==> src/rtl/key_sync_edge.sv <==
// Raw push-key front end: 2-flop synchroniser, falling-edge detector and
// a lockout counter that swallows further presses for LOCKOUT_CYCLES cycles.
module key_sync_edge #(
  parameter int unsigned LOCKOUT_CYCLES = 1_000_000
) (
  input  logic clk,
  input  logic rst,
  input  logic key_n,
  output logic press
);

  localparam int unsigned LW = (LOCKOUT_CYCLES == 0) ? 1 : $clog2(LOCKOUT_CYCLES + 1);
  localparam logic [LW-1:0] RELOAD = (LOCKOUT_CYCLES == 0) ? '0 : LW'(LOCKOUT_CYCLES - 1);

  logic          sync_a;
  logic          sync_b;
  logic          key_prev;
  logic          fall;
  logic [LW-1:0] lock;

  // Idle level of an active-low key is 1, so every stage resets to released.
  always_ff @(posedge clk or negedge rst) begin
    if (!rst) begin
      sync_a   <= 1'b1;
      sync_b   <= 1'b1;
      key_prev <= 1'b1;
    end else begin
      sync_a   <= key_n;
      sync_b   <= sync_a;
      key_prev <= sync_b;
    end
  end

  assign fall  = key_prev & ~sync_b;
  assign press = fall && (lock == '0);

  always_ff @(posedge clk or negedge rst) begin
    if (!rst) begin
      lock <= '0;
    end else if (press) begin
      lock <= RELOAD;
    end else if (lock != '0) begin
      lock <= lock - LW'(1);
    end
  end

endmodule

==> config.mk <==
export PLATFORM = sky130hd
export DESIGN_NAME = key_sync_edge
export DESIGN_NICKNAME = d
export VERILOG_FILES = /design/src/rtl/key_sync_edge.sv
export SDC_FILE = /design/constraint.sdc
export NUM_CORES = 1
export LEC_CHECK = 0
export CELL_PAD_IN_SITES_DETAIL_PLACEMENT = 2
export CELL_PAD_IN_SITES_GLOBAL_PLACEMENT = 2
export CORE_UTILIZATION = 42
export DETAILED_ROUTE_END_ITERATION = 7
export PLACE_DENSITY = 0.81
export SYNTH_ARGS = -nofsm -noshare
export SYNTH_HDL_FRONTEND = slang
export SYNTH_SLANG_ARGS = --single-unit
==> constraint.sdc <==
create_clock -name clk -period 4.5 [get_ports clk]
set_input_delay 0.9 -clock clk [delete_from_list [all_inputs] [get_ports clk]]
set_output_delay 0.9 -clock clk [all_outputs]
set_load 0.005 [all_outputs]
-- Yosys cells after proc, flatten, opt, wreduce, memory -nomap -nowiden
Cells that the tools add are included.
- output and inout port bits: 1
- word-level logic and storage cells: 13
- register bits: 23
- bits of input ports: 3
- bitwise logic cells: 2
- $add $sub $neg: 1
- muxes and demuxes: 2
- reductions and logical operators: 4
- operators with widths (operator ; number):
    20-bit 2-to-1 mux ; 2
    20-bit zero test ; 1
    20-bit nonzero test ; 1
    20-bit by 1-bit subtractor with 20-bit output, second input constant ; 1
    2-bit nonzero test ; 1
    1-bit bitwise AND ; 1
    1-bit logical AND ; 1
    1-bit inverter ; 1

-- Longest topological paths before layout
- depth after elaboration: 4
- gate-level depth with buffers: 7
- mapped depth without buffers: 7

-- Worst setup path after synthesis
Ideal clock, no wire load.
- path kind: flip-flop to output port
- start point: reg lock[13]
- end point: out press
- stages on the path, launching flop included: 4
- data arrival time: 1425 ps
- setup slack: 2175 ps
- path buffers: 0
- required time: 3600 ps
- cells stage by stage: dfrtp_1 -> nor4_2 -> nand3_2 -> nor4_4
- word-level cells in the longest chain between the ends: 2
- ends and longest elaborated chain (element ; RTL line ; RTL):
    start: declaration ; 19 ; logic [LW-1:0] lock;
    start signal: assignment ; 43 ; lock <= lock - LW'(1);
    20-bit zero test ; 35 ; assign press = fall && (lock == '0);
    1-bit logical AND ; 35 ;
    end: declaration ; 9 ; output logic press
No other way between the ends.

-- Final worst setup path
- start point: reg lock[4]
- end point: out press
Same word-level chain as after synthesis.

==> results.toml <==
[sta]
timing.final.setup_violations = 0
maxSlewViolCount = 0
tightest_slew_ns = 1.001
final.period_utilization_pct = 80.09
worst_clock_skew_ns = 0.004439
final.setup.tns_ns = 0
hold_viol_final = 0
max_freq_ghz = 0.2775
rsz0062_at_grt = "no"
min_period_ns = 3.604
worst_slew_margin_rel_pct = 33.03

[run]
maxCapViolations = 0

[drt]
remaining_drc_errors = 0
viasPerCell = 5.899
drt_iter0_markers = 4
avgRoutedWirePerCell_um = 17.73
total_routed_wirelength_mm = 2.465
routed-via-count = 820
firstDrtPassIters = 4
final_antenna_net_count = 0

[synthesis]
post_synth_mux_area_share_pct = 5.310
ys_warns = 0
synth_commonest_cells = "dfrtp_1 (20), nor2_1 (11), nor3_1 (8), mux2i_1 (6), nand2_1 (5)"
synth_top_cell_area_share_pct = 44.25
synth-edff-count = 0
post_synth_inst_count = 102
synth_compound_gate_area_share_pct = 11.73
synth_top_cells_by_area = "dfrtp_1 (44%), dfstp_2 (7.0%), mux2i_1 (5.3%)"
synthArstFlopShare_pct = 100.0
synth_most_common_cell = "dfrtp_1"
synth_top_family_by_area = "simple AND/OR/NAND/NOR gates"
synth-seq-area-share_pct = 51.22
synthesis.area_per_instance_um2 = 11.09
synth.largest_area_cell = "dfrtp_1"
synth_xor_area_share_pct = 4.646
synth_simple_gate_area_share_pct = 24.67
synthAdderAreaFrac_pct = 1.106
post_synthesis_instance_area_mm2 = 0.001131
most_used_dff_post_synth = "dfrtp_1"
number_of_synthesized_register_bits = 23
postSynthNetCount = 106
synth_cell_type_count = 36

[clock_tree]
max-clock-path-buffers = 2
post-cts-setup-buffers = 0
htree_levels = 1
cts_resized = 0
cts-root-buf = "clkbuf_4"
tritoncts = "built"
numCtsBuffers = 3
clock_insertion_delay_worst_skew_ns = 0.31
cts_hold_buf = 0
cts.sink_count = 23
clk_transition_reported_paths_ns = 0.12

[worst_setup_path]
regToRegSetupSlack_ns = 2.25
arrival_ns = 2.70
reg2reg_from = "lock[0]"
worst-setup-path-type = "reg -> out"
cell_count_of_the_worst_reg_to_reg_path = 7
critPathRequiredTime_ns = 3.60
critPathCaptureType = "primary output"
critPathMaxFanout = 8
crit-reg2reg-capture = "lock[9]"
startpoint_type_of_the_worst_setup_path = "flip-flop"

[worst_hold_path]
min_delay_src = "sync_a"
hold_path.class = "reg -> reg"
whs_path_depth = 0
hold_end = "sync_b"

[layout]
nets = 114
layout-drive-gt1-share_pct = 14.68
synthToLayoutAreaGrowth_pct = 8.296
post-route-cell-area_mm2 = 0.001225
num-fill-cells = 268
finalCoreUtilization_pct = 49.00
antenna-diode-count = 0

[die]
start_util_pct = 45.25
core_area_mm2 = 0.002500
fp.dieArea_mm2 = 0.002905
chipWidth_um = 53.90
die-height_um = 53.90
rows = 18
io_pins = 4

[grt]
met3_usage_pct = 5.085
grt_overflow_total = 0
grtUsageMet1_pct = 27.08
grt_antenna_before_repair = 0
gr-usage-all-layers_pct = 21.18
grt_pass1_wl_mm = 4.119
via_count_of_the_first_global_routing_pass = 834
grt.busiest_layer = "met2"
grt_max_degree = 24
groute.layer.met2.usage_pct = 33.74

[placed_design]
dp.final_hpwl_mm = 1.901
port_buffers = 3
placed_cell_area_mm2 = 0.001199
final_replace_weighted_congestion = 0.7402

[pwr]
cellLeakagePower_uw = 0.0004974
total_power_uw = 696.3
vdd_ir_drop_max_mv = 0.3342
power.density_cell_area_mw_per_mm2 = 568.4

[run_status]
outcome = "complete, no violations"
==> final cells by class <==
| type | instances | area [µm²] | area share (%) |
|---|---|---|---|
| timing repair buffer | 3 | 30.03 | 2.451 |
| clock buffer | 4 | 26.28 | 2.145 |
| tap | 30 | 37.54 | 3.064 |
| multi-input combinational | 75 | 536.8 | 43.82 |
| inverter | 4 | 15.01 | 1.226 |
| sequential | 23 | 579.3 | 47.29 |
==> per-stage QoR <==
| stage | worst slack (ns) | hold WS (ns) | cells |
|---|---|---|---|
| after detailed placement | 1.247 | 0.3525 | 135 |
| after floorplan | 2.175 | 0.3452 | 102 |
| after CTS | 0.8821 | 0.3743 | 139 |
| final | 0.8959 | 0.3710 | 139 |
| after global routing | 0.7509 | 0.3762 | 139 |
| after global placement | 1.363 | 0.3507 | 135 |
==> state kept, by name (all words and copies together) (netlist names) <==
| signal | flops |
|---|---|
| key_prev | 1 |
| sync_b | 1 |
| lock | 20 |
| sync_a | 1 |
==> placed cells by master (no fill, tap or decap), types with 4 or more instances in the layout <==
| cell type | count |
|---|---|
| nor2_1 | 11 |
| inv_1 | 4 |
| nand2_1 | 5 |
| mux2i_1 | 6 |
| a21oi_1 | 4 |
| dfrtp_1 | 20 |
| xor2_1 | 4 |
| nor3_1 | 8 |
| a211oi_1 | 4 |
==> logic make-up after synthesis <==
group	count (synthesis)
mux	6
buf+inv	4
xor+xnor	6
fa+ha+maj	1
compound gates	18
flops	23
simple gates	44
==> critical path, cell delays in order (launching register included) <==
cell	delay, ns
dfrtp_1	0.47
nor4_1	0.46
nand3_1	0.30
nor4_4	0.56
clkdlybuf4s50_1	0.60
==> power by group <==
part | switching (µW) | leakage, µW | total [µW] | internal (µW)
Clock | 59.4 | 0.0000150 | 94.1 | 34.7
Sequential | 96.9 | 0.000282 | 379 | 282
Combinational | 127 | 0.000201 | 223 | 96.0
Total | 283 | 0.000497 | 696 | 413
==> metal layers <==
layer	vias to the layer above	share of wire (%)
li1	389	-
met1	419	47
met2	7	49
met3	5	2.3
met4	0	1.7
met5	-	0
==> worst max path at each step <==
stage | from | depth (start not counted) | endpoint
2_1_floorplan | lock[13] | 3 | press
3_3_place_gp | lock[4] | 4 | press
3_5_place_dp | lock[4] | 4 | press
4_1_cts | lock[4] | 4 | press
5_1_grt | lock[4] | 4 | press
6_report | lock[4] | 4 | press
No activity file was read; power rests on OpenSTA's default activity.
